<file path="src/rtl/ts_trigger_gen.sv">
// Trigger conditioning: synchronises an external trigger, selects edges and
// turns each accepted event into one delayed, width-controlled pulse with holdoff.
module ts_trigger_gen #(
  parameter int CNT_WIDTH = 16
) (
  input  logic                 aclk,
  input  logic                 areset,
  input  logic                 trig_in,
  input  logic                 sw_trig,
  input  logic                 cfg_enable,
  input  logic [1:0]           cfg_edge,
  input  logic                 cfg_mode,
  input  logic                 cfg_arm,
  input  logic [CNT_WIDTH-1:0] cfg_delay,
  input  logic [CNT_WIDTH-1:0] cfg_width,
  input  logic [CNT_WIDTH-1:0] cfg_holdoff,
  output logic                 trig_out,
  output logic                 trig_busy,
  output logic                 armed,
  output logic [31:0]          trig_count,
  output logic [15:0]          missed_count
);

  typedef enum logic [1:0] {S_IDLE, S_DELAY, S_PULSE, S_HOLDOFF} state_t;

  localparam logic [CNT_WIDTH-1:0] CNT_ONE = CNT_WIDTH'(1);

  state_t               r_state, w_state_nxt;
  logic [CNT_WIDTH-1:0] r_cnt, w_cnt_nxt;
  logic [CNT_WIDTH-1:0] r_width, r_holdoff;
  logic [CNT_WIDTH-1:0] w_width_eff;
  logic                 r_s1, r_s2, r_s3;
  logic                 r_trig_out, r_armed;
  logic [31:0]          r_trig_count;
  logic [15:0]          r_missed_count, w_missed_nxt;
  logic                 w_rise, w_fall, w_edge_evt, w_event;
  logic                 w_accept, w_armed_nxt, w_pulse_start;

  assign w_rise = r_s2 & ~r_s3;
  assign w_fall = ~r_s2 & r_s3;

  always_comb begin
    w_edge_evt = 1'b0;
    case (cfg_edge)
      2'b00:   w_edge_evt = w_rise;
      2'b01:   w_edge_evt = w_fall;
      2'b10:   w_edge_evt = w_rise | w_fall;
      default: w_edge_evt = 1'b0;
    endcase
  end

  assign w_event     = w_edge_evt | sw_trig;
  assign w_accept    = (r_state == S_IDLE) & cfg_enable & (~cfg_mode | r_armed) & w_event;
  assign w_width_eff = (cfg_width == '0) ? CNT_ONE : cfg_width;

  // A zero delay skips DELAY, so the pulse width is taken straight from the config.
  always_comb begin
    w_state_nxt = r_state;
    w_cnt_nxt   = r_cnt;
    if (!cfg_enable) begin
      w_state_nxt = S_IDLE;
    end else begin
      case (r_state)
        S_IDLE: begin
          if (w_accept) begin
            if (cfg_delay != '0) begin
              w_state_nxt = S_DELAY;
              w_cnt_nxt   = cfg_delay;
            end else begin
              w_state_nxt = S_PULSE;
              w_cnt_nxt   = w_width_eff;
            end
          end
        end
        S_DELAY: begin
          if (r_cnt == CNT_ONE) begin
            w_state_nxt = S_PULSE;
            w_cnt_nxt   = r_width;
          end else begin
            w_cnt_nxt = r_cnt - CNT_ONE;
          end
        end
        S_PULSE: begin
          if (r_cnt == CNT_ONE) begin
            if (r_holdoff != '0) begin
              w_state_nxt = S_HOLDOFF;
              w_cnt_nxt   = r_holdoff;
            end else begin
              w_state_nxt = S_IDLE;
            end
          end else begin
            w_cnt_nxt = r_cnt - CNT_ONE;
          end
        end
        S_HOLDOFF: begin
          if (r_cnt == CNT_ONE) w_state_nxt = S_IDLE;
          else                  w_cnt_nxt   = r_cnt - CNT_ONE;
        end
        default: w_state_nxt = S_IDLE;
      endcase
    end
  end

  assign w_pulse_start = (w_state_nxt == S_PULSE) && (r_state != S_PULSE);

  // A new arm wins over the clear caused by a simultaneous single-shot acceptance.
  always_comb begin
    w_armed_nxt = r_armed;
    if (cfg_mode && cfg_arm)       w_armed_nxt = 1'b1;
    else if (cfg_mode && w_accept) w_armed_nxt = 1'b0;
  end

  always_comb begin
    w_missed_nxt = r_missed_count;
    if (w_event && cfg_enable && !w_accept && (r_missed_count != 16'hFFFF))
      w_missed_nxt = r_missed_count + 16'd1;
  end

  always_ff @(posedge aclk) begin
    if (areset) begin
      r_s1           <= 1'b0;
      r_s2           <= 1'b0;
      r_s3           <= 1'b0;
      r_state        <= S_IDLE;
      r_cnt          <= '0;
      r_width        <= '0;
      r_holdoff      <= '0;
      r_trig_out     <= 1'b0;
      r_armed        <= 1'b0;
      r_trig_count   <= '0;
      r_missed_count <= '0;
    end else begin
      r_s1           <= trig_in;
      r_s2           <= r_s1;
      r_s3           <= r_s2;
      r_state        <= w_state_nxt;
      r_cnt          <= w_cnt_nxt;
      if (w_accept) begin
        r_width   <= w_width_eff;
        r_holdoff <= cfg_holdoff;
      end
      r_trig_out     <= (w_state_nxt == S_PULSE);
      r_armed        <= w_armed_nxt;
      r_trig_count   <= r_trig_count + {31'd0, w_pulse_start};
      r_missed_count <= w_missed_nxt;
    end
  end

  assign trig_out     = r_trig_out;
  assign trig_busy    = (r_state != S_IDLE);
  assign armed        = r_armed;
  assign trig_count   = r_trig_count;
  assign missed_count = r_missed_count;

endmodule

</file>
<file path="config.mk">
export PLATFORM = sky130hd
export DESIGN_NAME = ts_trigger_gen
export DESIGN_NICKNAME = d
export VERILOG_FILES = /design/src/rtl/ts_trigger_gen.sv
export SDC_FILE = /design/constraint.sdc
export NUM_CORES = 1
export LEC_CHECK = 0
export ABC_AREA = 1
export BUFFER_PORTS_ARGS = -buffer_cell sky130_fd_sc_hd__buf_2
export CORE_MARGIN = 4
export CORE_UTILIZATION = 47
export DETAILED_ROUTE_END_ITERATION = 16
export PLACE_DENSITY = 0.78
export REMOVE_ABC_BUFFERS = 1
export SLEW_MARGIN = 10
export SYNTH_ARGS = -nofsm -noshare
export SYNTH_HDL_FRONTEND = slang
export SYNTH_SLANG_ARGS = --single-unit
</file>
<file path="constraint.sdc">
create_clock -name aclk -period 3.3 [get_ports aclk]
set_input_delay 0.495 -clock aclk [delete_from_list [all_inputs] [get_ports aclk]]
set_output_delay 0.495 -clock aclk [all_outputs]
set_load 0.005 [all_outputs]
</file>
Word-level counts from Yosys, hierarchy flattened:

Cells that the tools add are included.

* flip-flop bits (word level): 103
* input bits: 57
* output and inout bits: 51
* word-level logic and storage cells: 71

* add/subtract/negate cells: 3
* equality and inequality tests: 12
* mux-type cells: 19
* bitwise logic cells: 11
* reduce and logical (&&, ||, !) cells: 15

Operators with widths (count)
* 16-bit two-way mux: 7
* 16-bit case mux with 4 select lines: 1
* 32-bit by 1-bit adder with 32-bit output: 1
* 16-bit nonzero test: 2
* 16-bit by 1-bit adder with 16-bit output (second input constant): 1
* 16-bit by 1-bit == test with 1-bit output (second input constant): 1
* 16-bit zero test: 1
* 16-bit inequality test (second input constant): 1
* 16-bit by 1-bit subtractor with 16-bit output (second input constant): 1
* 2-bit two-way mux: 7
* 2-bit == test (second input constant): 4
* 2-bit case mux with 4 select lines: 1
* 1-bit logical AND: 6
* 2-bit inequality test (second input constant): 3
* 1-bit bitwise AND: 5
* 2-bit by 1-bit == test with 1-bit output (second input constant): 2
* 2-bit zero test: 2
* 4-bit AND reduction: 1
* 2-bit nonzero test: 2
* 3-bit inequality test (second input constant): 1
* 1-bit inverter: 3
* 1-bit bitwise OR: 3
* 1-bit case mux with 3 select lines: 1
* 1-bit two-way mux: 2
* 1-bit zero test: 1

Longest topological paths before layout:

Gate-level depths: netlist of run 1.

* depth after elaboration: 12
* depth in mapped cells: 25

Worst setup path after synthesis of run 1:

No wires, ideal clock.

* path kind: register to register
* from: reg r_s2
* to: reg r_trig_count[22], in the netlist trig_count[22]
* library setup time: 0.128 ns
* arrival: 2.649 ns
* data required time: 3.172 ns
* slack: 0.524 ns
* cell stages (with the launch flop): 23
* path buffers: 0
* period minus slack after synthesis: 2.776 ns
* cell sequence: dfxtp_1 > inv_1 > ha_1 > nand2_1 > nand3_1 > nand3_1 > nand2_2 > nand2_2 > nand2_1 > nor2_2 > nand2_1 > nor2_1 > ha_1 > ha_1 > nand2_1 > nor2_4 > nand3_4 > nor2_4 > nand2_4 > nor2_4 > nand2_1 > xor2_1 > nor2_1

* word-level cells in the longest chain between the ends: 12
* elaborated cells on any way between the ends: 13
* classes of those cells: add/sub: 1; eq/ne: 1; mux: 4; bitwise: 6; reduce/logical: 1

RTL lines
* start, declared: line 32 `logic r_s1, r_s2, r_s3;`
* start signal, assigned: line 134 `r_s2 <= r_s1;`
* 1-bit inverter: line 40 `assign w_fall = ~r_s2 & r_s3;`
* 1-bit bitwise AND: line 40
* 1-bit bitwise OR: line 47 `2'b10: w_edge_evt = w_rise | w_fall;`
* 1-bit case mux with 3 select lines *: line 44 `case (cfg_edge)`
* 1-bit bitwise OR *: line 52 `assign w_event = w_edge_evt | sw_trig;`
* 1-bit bitwise AND *: line 53 `assign w_accept = (r_state == S_IDLE) & cfg_enable & (~cfg_mode | r_armed) & w_event;`
* 2-bit two-way mux *: line 65 `if (w_accept) begin`
* 2-bit case mux with 4 select lines *: line 63 `case (r_state)`
* 2-bit two-way mux *: line 60 `if (!cfg_enable) begin`
* 2-bit == test *: line 104 `assign w_pulse_start = (w_state_nxt == S_PULSE) && (r_state != S_PULSE);`
* 1-bit logical AND *: line 104
* 32-bit by 1-bit adder with 32-bit output *: line 144 `r_trig_count <= r_trig_count + {31'd0, w_pulse_start};`
* end signal, assigned: line 144
* end, declared: line 34 `logic [31:0] r_trig_count;`

Every way passes the cells marked *; elsewhere a longest branch is shown, timed or not.
A chain may end at the register's enable or synchronous reset.

Final worst setup path of run 1:

Same ends and word-level chain as after synthesis.

==> results of run 1 <==
-- cells in the mapped netlist, drive strengths merged, types with 3 or more instances --
cell type  instances  area share
buf               12       0.014
ha                 7       0.014
xnor2              7       0.010
xor2              20       0.029
nor2             137       0.094
nand3             94       0.080
nor3              15       0.017
nand3b             4      0.0049
a21oi             70       0.061
clkbuf            19       0.012
o21ai             49       0.040
o22ai             13       0.013
or2                6      0.0061
nand4             10       0.013
nor4               3      0.0031
nand2            239        0.15
dfxtp            103        0.34
inv              143       0.088
-- worst reg2reg max path, stage by stage (launching register included) --
cell and delay (ps):
dfxtp_1 330, inv_1 60, ha_1 280, nand2_1 60, nand3_1 100, nand3_2 130, nand2_2 80, nand2_2 80
nand2_1 90, nor2_4 140, nand2_1 60, nor2_1 110, ha_1 190, ha_2 200, nand2_2 80, nor2_4 130
nand3_4 110, nor2_4 190, nand2_4 90, nor2_4 130, nand2_1 70, xor2_1 120, nor2_1 50
-- state kept, by name, indices dropped and copies added (netlist names) --
signal	count
r_cnt	16
trig_count	32
r_s2	1
trig_out	1
missed_count	16
r_s1	1
r_holdoff	16
r_s3	1
r_state	2
r_width	16
armed	1
-- routing by layer --
layer	track usage	wire, um
met1	0.2841	7168
met2	0.3640	7402
met3	0.05153	1267
met4	0.07073	340
met5	0	0
-- through the flow --
step                      cells  instance area, um^2  setup TNS [ps]
after detailed placement   1214                 6754               0
after CTS                  1230                 7049               0
final                      1232                 7084               0
after global placement     1214                 6754               0
after floorplan             928                 5951          -14.51
after global routing       1232                 7084          -91.82
-- power groups by stage --
stage	sequential, mW	clock (mW)	combinational, mW
2_1_floorplan	1.34	0	0.289
3_3_place_gp	1.35	0	0.411
3_5_place_dp	1.35	0	0.418
4_1_cts	1.32	1.11	0.421
5_1_grt	1.33	1.15	0.487
6_report	1.32	1.09	0.425
-- timing repair --
item	in CTS	in global routing
gates resized for setup	0	6
setup buffers	0	2
endpoints found under the setup margin	0	6
-- path summary, 6_finish.rpt --
kind	from	end	slack (ps)	depth (start not counted)
min	trig_in	r_s1	340	3
max	r_s2	trig_count[22]	330	22
max reg2reg	r_s2	trig_count[22]	330	22
min reg2reg	r_s1	r_s2	410	2
-- cell type report --
type / count / area [um^2]
fill: 1251 / 5587
multi-input combinational: 682 / 3369
sequential: 103 / 2062
timing repair buffer: 116 / 603.1
inverter: 143 / 539.3
clock buffer: 10 / 229.0
tap: 172 / 215.2
clock inverter: 6 / 66.31
-- cells by family after synthesis --
kind of cell | after synthesis | synth area share
compound gates | 137 | 0.1206
xor+xnor | 27 | 0.03869
fa+ha+maj | 7 | 0.01433
buf+inv | 174 | 0.1142
flops | 103 | 0.3374
simple gates | 511 | 0.3748
==> flow_metrics.env, run 1 <==
export IMPL_status="finished clean"
export IMPL_ctsLongestPathBuffers=2
export IMPL_grt_max_degree=66
export IMPL_fin_util=0.5591
export IMPL_yosys_warnings=0
export IMPL_fin_nets=1119
export IMPL_worst_slack_ps=327.1
export IMPL_detailed_place_hpwl_um=11940
export IMPL_synthCells=959
export IMPL_hp_class="in -> reg"
export IMPL_core_area_um2=12670
export IMPL_finalSetupViolCount=0
export IMPL_synth_seq_area_share=0.3374
export IMPL_gp_congestion=0.9043
export IMPL_cap_violations=0
export IMPL_grt_use_total=0.2201
export IMPL_clkPwrFrac=0.384
export IMPL_hold_viol_final=0
export IMPL_via_per_inst=5.108
export IMPL_final_common_cell="nand2_1"
export IMPL_dp_slack_ps=183.6
export IMPL_syn_cell_area_um2=6112
export IMPL_critical_path_top_delay_family="simple AND/OR/NAND/NOR gates"
export IMPL_die_area_um2=14890
export IMPL_wl_per_cell_um=13.13
export IMPL_first_pass_iters=5
export IMPL_intPower_mw=2.033
export IMPL_critical_path_max_fanout=5
export IMPL_cts_buffers=9
export IMPL_rows=41
export IMPL_vias=6293
export IMPL_crit_type="reg -> reg"
export IMPL_h_tree_depth=3
export IMPL_worstPathRequired_ps=3530
export IMPL_drt_wl_total_um=16180
export IMPL_switching_power_uw=799.2
export IMPL_area_delta_synth_final_pct=15.91
export IMPL_slew_headroom=0.5832
export IMPL_whs_ps=341.5
export IMPL_final_max_slew_viol_count=0
export IMPL_initial_core_util=0.4824
export IMPL_grt_ovfl_total=0
export IMPL_drtIter0Drc=492
export IMPL_ys_async_sr_fraction=0
export IMPL_ctsRootBufferMaster="clkbuf_16"
export IMPL_tightest_slew_ps=625.2
export IMPL_die_y_um=122.0
export IMPL_finClkSkew_ps=8.777
export IMPL_cts_tree="yes"
export IMPL_path_buf_inv=1
export IMPL_grt_pass1_vias=5776
export IMPL_ys_types=42
export IMPL_syn_area_per_cell_um2=6.373
export IMPL_power_density_nw_per_um2=399.7
export IMPL_detail_route_antenna_nets=0
export IMPL_ios=108
export IMPL_synth_enable_flop_cells=0
export IMPL_port_buffers=107
export IMPL_postCtsHoldBufs=0
export IMPL_final_cell_mix="227 x nand2_1, 135 x inv_1, 121 x nor2_1"
export IMPL_finalPower_mw=2.832
export IMPL_period_needed_ps=2973
export IMPL_period_share=0.9009
export IMPL_swShare=0.2822
export IMPL_cpMaxStageDelayCell="dfxtp_1"
export IMPL_timing_fmax_ghz=0.3364
export IMPL_drive_gt1_frac=0.1764
export IMPL_antenna_found_initial=0
export IMPL_grt_first_pass_wirelength_um=26620
export IMPL_chipWidth_um=122.0
export IMPL_ys_ff_latch=103
export IMPL_clock_sinks=103
export IMPL_cp_start_kind="flop"
export IMPL_peakVddDrop_mv=0.3850
export IMPL_slowest_delay_ps=330
export IMPL_cp_end_kind="flop"
export IMPL_seqPwrFrac=0.466
export IMPL_path_clk_slew_ps=70
export IMPL_cp_cell_sequence="inv_1 > ha_1 > nand2_1 > nand3_1 > nand3_2 > nand2_2 > nand2_2 > nand2_1 > nor2_4 > nand2_1 > nor2_1 > ha_1 > ha_2 > nand2_2 > nor2_4 > nand3_4 > nor2_4 > nand2_4 > nor2_4 > nand2_1 > xor2_1 > nor2_1"
export IMPL_static_leakage_power_nw=3.245
export IMPL_drc=0
export IMPL_ys_flop_type="dfxtp_1"
export IMPL_antennaDiodeCount=0
export IMPL_insertion_delay_ps=360
export IMPL_p_comb_frac=0.150
export IMPL_arrival_ps=3210
Note: power is estimated with default switching activity, not from simulation.
==> run 2, diff against run 1 <==
GPL_TIMING_DRIVEN = 0   (was default)
SLEW_MARGIN = default   (was 10)
clock period = 3.6 ns   (was 3.3 ns; I/O delays follow)
==> flow_metrics.env, run 2 (synthesized netlist as in run 1, its figures left out) <==
export IMPL_peakVddDrop_mv=0.2751
export IMPL_status="finished clean"
export IMPL_crit_type="reg -> reg"
export IMPL_hp_class="in -> reg"
export IMPL_ctsLongestPathBuffers=2
export IMPL_fin_util=0.5610
export IMPL_multi_input_area_um2=3407
export IMPL_timing_fmax_ghz=0.3057
export IMPL_die_area_um2=14890
export IMPL_p_comb_frac=0.155
export IMPL_fillers=1289
export IMPL_core_area_um2=12670
export IMPL_period_share=0.9086
export IMPL_clock_sinks=103
export IMPL_tightest_slew_ps=857.6
export IMPL_grt_first_pass_wirelength_um=26200
export IMPL_rsz0062_at_grt="no"
export IMPL_power_density_nw_per_um2=365.4
export IMPL_finalPower_mw=2.597
export IMPL_largest_reg_flops=32
export IMPL_antenna_found_initial=0
export IMPL_static_leakage_power_nw=3.248
export IMPL_cts_buffers=9
export IMPL_critical_path_max_fanout=33
export IMPL_regArea_um2=2062
export IMPL_swShare=0.2773
export IMPL_drt_wl_total_um=16270
export IMPL_finClkSkew_ps=8.422
export IMPL_ios=108
export IMPL_path_clk_slew_ps=70
export IMPL_insertion_delay_ps=350
export IMPL_cap_violations=0
export IMPL_worstPathRequired_ps=3810
export IMPL_gp_congestion=0.9093
export IMPL_whs_ps=392.6
export IMPL_grt_max_degree=67
export IMPL_postCtsHoldBufs=0
export IMPL_final_common_cell="nand2_1"
export IMPL_hold_viol_final=0
export IMPL_arrival_ps=3480
export IMPL_final_max_slew_viol_count=0
export IMPL_port_buffers=107
export IMPL_rows=41
export IMPL_cp_end_kind="flop"
export IMPL_slew_headroom=0.4282
export IMPL_grt_pass1_vias=5644
export IMPL_detail_route_antenna_nets=0
export IMPL_drtIter0Drc=473
export IMPL_cp_start_kind="flop"
export IMPL_first_pass_iters=5
export IMPL_ctsRootBufferMaster="clkbuf_16"
export IMPL_drc=0
export IMPL_final_cell_mix="227 x nand2_1, 134 x inv_1, 122 x nor2_1"
export IMPL_chipWidth_um=122.0
export IMPL_switching_power_uw=720.2
export IMPL_area_delta_synth_final_pct=16.29
export IMPL_initial_core_util=0.4824
export IMPL_seqPwrFrac=0.465
export IMPL_dpl_cell_count=1208
export IMPL_vias=6331
export IMPL_grt_use_total=0.2161
export IMPL_period_needed_ps=3271
export IMPL_detailed_place_hpwl_um=11670
export IMPL_grt_ovfl_total=0
export IMPL_fin_nets=1118
export IMPL_r2r_slack_ps=330
export IMPL_instances_no_fill=1229
export IMPL_intPower_mw=1.877
export IMPL_drive_gt1_frac=0.1731
export IMPL_finalSetupViolCount=0
export IMPL_antennaDiodeCount=0
export IMPL_wl_per_cell_um=13.24
export IMPL_cts_tree="yes"
export IMPL_die_y_um=122.0
export IMPL_clkPwrFrac=0.379
export IMPL_via_per_inst=5.151
export IMPL_h_tree_depth=3
[run 2: cell types whose count changed in the layout (fill, tap and decap cells not counted), moves of 2 or more]
| cell | before | now |
|---|---|---|
| buf_4 | 9 | 6 |
| inv_2 | 7 | 9 |
| nor2_2 | 11 | 8 |
| nor2_4 | 5 | 7 |
| inv_6 | 3 | 1 |
[run 2: stage by stage]
stage	setup TNS, ps	cell area [um^2]	setup WS [ps]
detailed placement	-2295	6721	-327.7
CTS	0	7022	65.49
floorplan	0	5951	289.8
global placement	-2262	6701	-330.4
global route	0	7108	38.02
finish	0	7108	329.1
[run 2: worst paths after layout]
| kind | cells past startpoint | end | from |
|---|---|---|---|
| setup / recovery | 22 | trig_count[22] | r_s2 |
| hold / removal | 3 | r_s1 | trig_in |
| setup reg to reg | 22 | trig_count[22] | r_s2 |
| hold reg to reg | 2 | r_s2 | r_s1 |
[run 2: final cells by class]
cell class | instances | area share
Sequential cell | 103 | 0.2901
Clock buffer | 11 | 0.03415
Tap cell | 172 | 0.03028
Clock inverter | 3 | 0.006161
Timing Repair Buffer | 114 | 0.08449
Inverter | 143 | 0.07551
Multi-Input combinational cell | 683 | 0.4793
[run 2: power groups by stage]
stage                     registers (mW)  logic, mW  clock network [mW]
after floorplan                     1.23      0.265                   0
after detailed placement            1.23      0.382                   0
after global routing                1.21      0.456                1.06
final                               1.21      0.404               0.985
after CTS                           1.21      0.387                1.02
after global placement              1.23      0.374                   0
[run 2: layer usage]
| metal | wire length (um) | global-route usage |
|---|---|---|
| met4 | 265 | 0.05882 |
| met3 | 1257 | 0.04968 |
| met1 | 7260 | 0.2850 |
| met5 | 0 | 0 |
| met2 | 7482 | 0.3560 |
[run 2: what timing repair did]
action | 4_1_cts | 5_1_grt
setup buffers | 0 | 6
pin swaps | 0 | 4
resized for setup | 2 | 6
setup endpoints to repair | 13 | 13
cloned | 0 | 1
[run 2: worst max-delay path, stage by stage (launching register included)]
cell and delay [ps]:
dfxtp_1 340, inv_1 60, ha_1 280, nand2_1 70, nand3_1 110, nand3_4 150
nand2_8 160, nand2_2 130, nand2_1 90, nor2_4 150, nand2_1 60, nor2_1 100
ha_1 190, ha_1 180, nand2_1 130, nor2_4 170, nand3_4 120, nor2_4 190
nand2_4 90, nor2_4 130, nand2_1 70, xor2_1 120, nor2_1 50
==> run 3, diff against run 2 <==
CORE_MARGIN = 2   (was 4)
==> flow_metrics.env, run 3 (synthesized netlist as in run 1, its figures left out) <==
export IMPL_status="finished clean"
export IMPL_rsz0062_at_grt="no"
export IMPL_cts_buffers=9
export IMPL_core_area_um2=12670
export IMPL_peakVddDrop_mv=0.2372
export IMPL_power_density_nw_per_um2=362.2
export IMPL_final_cell_mix="227 x nand2_1, 134 x inv_1, 122 x nor2_1"
export IMPL_fin_nets=1118
export IMPL_crit_type="reg -> reg"
export IMPL_drive_gt1_frac=0.1737
export IMPL_period_share=0.9046
export IMPL_initial_core_util=0.4824
export IMPL_grt_max_degree=67
export IMPL_grt_first_pass_wirelength_um=26450
export IMPL_via_per_inst=5.210
export IMPL_detailed_place_hpwl_um=11440
export IMPL_rows=41
export IMPL_finalSetupViolCount=0
export IMPL_cp_end_kind="flop"
export IMPL_insertion_delay_ps=360
export IMPL_first_pass_iters=5
export IMPL_clock_sinks=103
export IMPL_final_max_slew_viol_count=0
export IMPL_cpMostUsedCell="nand2_1"
export IMPL_slew_headroom=0.4251
export IMPL_hp_class="in -> reg"
export IMPL_detail_route_antenna_nets=0
export IMPL_cts_tree="yes"
export IMPL_largest_reg_flops=32
export IMPL_period_needed_ps=3256
export IMPL_vias=6414
export IMPL_static_leakage_power_nw=3.245
export IMPL_drt_wl_total_um=16110
export IMPL_wl_per_cell_um=13.09
export IMPL_ctsRootBufferMaster="clkbuf_16"
export IMPL_timing_fmax_ghz=0.3071
export IMPL_slowest_delay_ps=350
export IMPL_postCtsHoldBufs=0
export IMPL_instances_no_fill=1231
export IMPL_ios=108
export IMPL_ctsLongestPathBuffers=2
export IMPL_critical_path_max_fanout=17
export IMPL_antennaDiodeCount=0
export IMPL_whs_ps=384.1
export IMPL_area_delta_synth_final_pct=16.25
export IMPL_finClkSkew_ps=8.406
export IMPL_hold_viol_final=0
export IMPL_arrival_ps=3470
export IMPL_port_buffers=107
export IMPL_gp_congestion=0.8871
export IMPL_grt_pass1_vias=5647
export IMPL_grt_use_total=0.2279
export IMPL_cpMaxStageDelayCell="dfxtp_1"
export IMPL_drc=0
export IMPL_antenna_found_initial=0
export IMPL_dpl_cell_count=1208
export IMPL_chipWidth_um=118.0
export IMPL_cp_start_kind="flop"
export IMPL_cp_cell_sequence="inv_1 > ha_1 > nand2_1 > nand3_1 > nand3_4 > nand2_8 > nand2_2 > nand2_1 > nor2_2 > nand2_1 > nor2_1 > ha_1 > ha_1 > nand2_1 > nor2_4 > nand3_4 > nor2_4 > nand2_4 > nor2_4 > nand2_1 > xor2_1 > nor2_1"
export IMPL_worstPathRequired_ps=3820
export IMPL_h_tree_depth=3
export IMPL_final_common_cell="nand2_1"
export IMPL_path_clk_slew_ps=70
export IMPL_tightest_slew_ps=862.4
export IMPL_grt_ovfl_total=0
export IMPL_cap_violations=0
export IMPL_die_area_um2=13930
export IMPL_drtIter0Drc=509
export IMPL_die_y_um=118.0
==> run 3: routing by layer <==
metal  track usage  share of wire  vias to the layer above
met5             0              0                        -
met4       0.07078          0.018                        0
met3       0.05281          0.069                       24
met2        0.3637           0.45                      239
met1        0.3054           0.46                     2922
li1              -              -                     3229
==> run 3: cell type report <==
type	count	area [um^2]
tap	172	215.2
clock inverter	3	25.02
sequential	103	2062
inverter	143	536.8
clock buffer	13	260.3
timing repair buffer	113	593.1
multi-input combinational	684	3413
fill	1283	5565
==> run 3: worst paths after layout <==
kind,start,to,slack [ps],cells past startpoint
setup reg to reg,r_s2,trig_count[22],340,22
hold / removal,trig_in,r_s1,380,3
hold reg to reg,r_s1,r_s2,410,2
setup / recovery,r_s2,trig_count[22],340,22
==> run 3: through the flow <==
stage                     area [um^2]  setup TNS (ps)  setup slack (ps)  total power [mW]  utilization
after floorplan                  5951               0             289.8             1.494            -
after global routing             7106               0             14.96             2.701       0.5608
after global placement           6701           -2009            -317.3             1.607       0.5289
after CTS                        7020               0             27.38             2.569       0.5541
after detailed placement         6721           -2241            -345.7             1.616       0.5305
final                            7106               0             343.5             2.574       0.5608
==> run 3: what timing repair did <==
action                                  in CTS  in global routing
pin swaps                                    0                  4
endpoints found under the setup margin      12                 10
cloned                                       0                  2
resized for setup                            2                  5
buffers inserted                             0                  5
==> run 3: critical path: cells and delay by family, from the launching register on <==
kind | cells | cell delay, ps
xor+xnor | 1 | 140
fa+ha+maj | 3 | 640
buf+inv | 1 | 60
flops | 1 | 350
simple gates | 17 | 1920
==> run 3: report_power, final <==
| group | internal, mW | total, mW | switching (mW) |
|---|---|---|---|
| Sequential | 1.18 | 1.21 | 0.0278 |
| Combinational | 0.141 | 0.404 | 0.262 |
| Clock | 0.512 | 0.960 | 0.448 |
| Total | 1.84 | 2.57 | 0.738 |
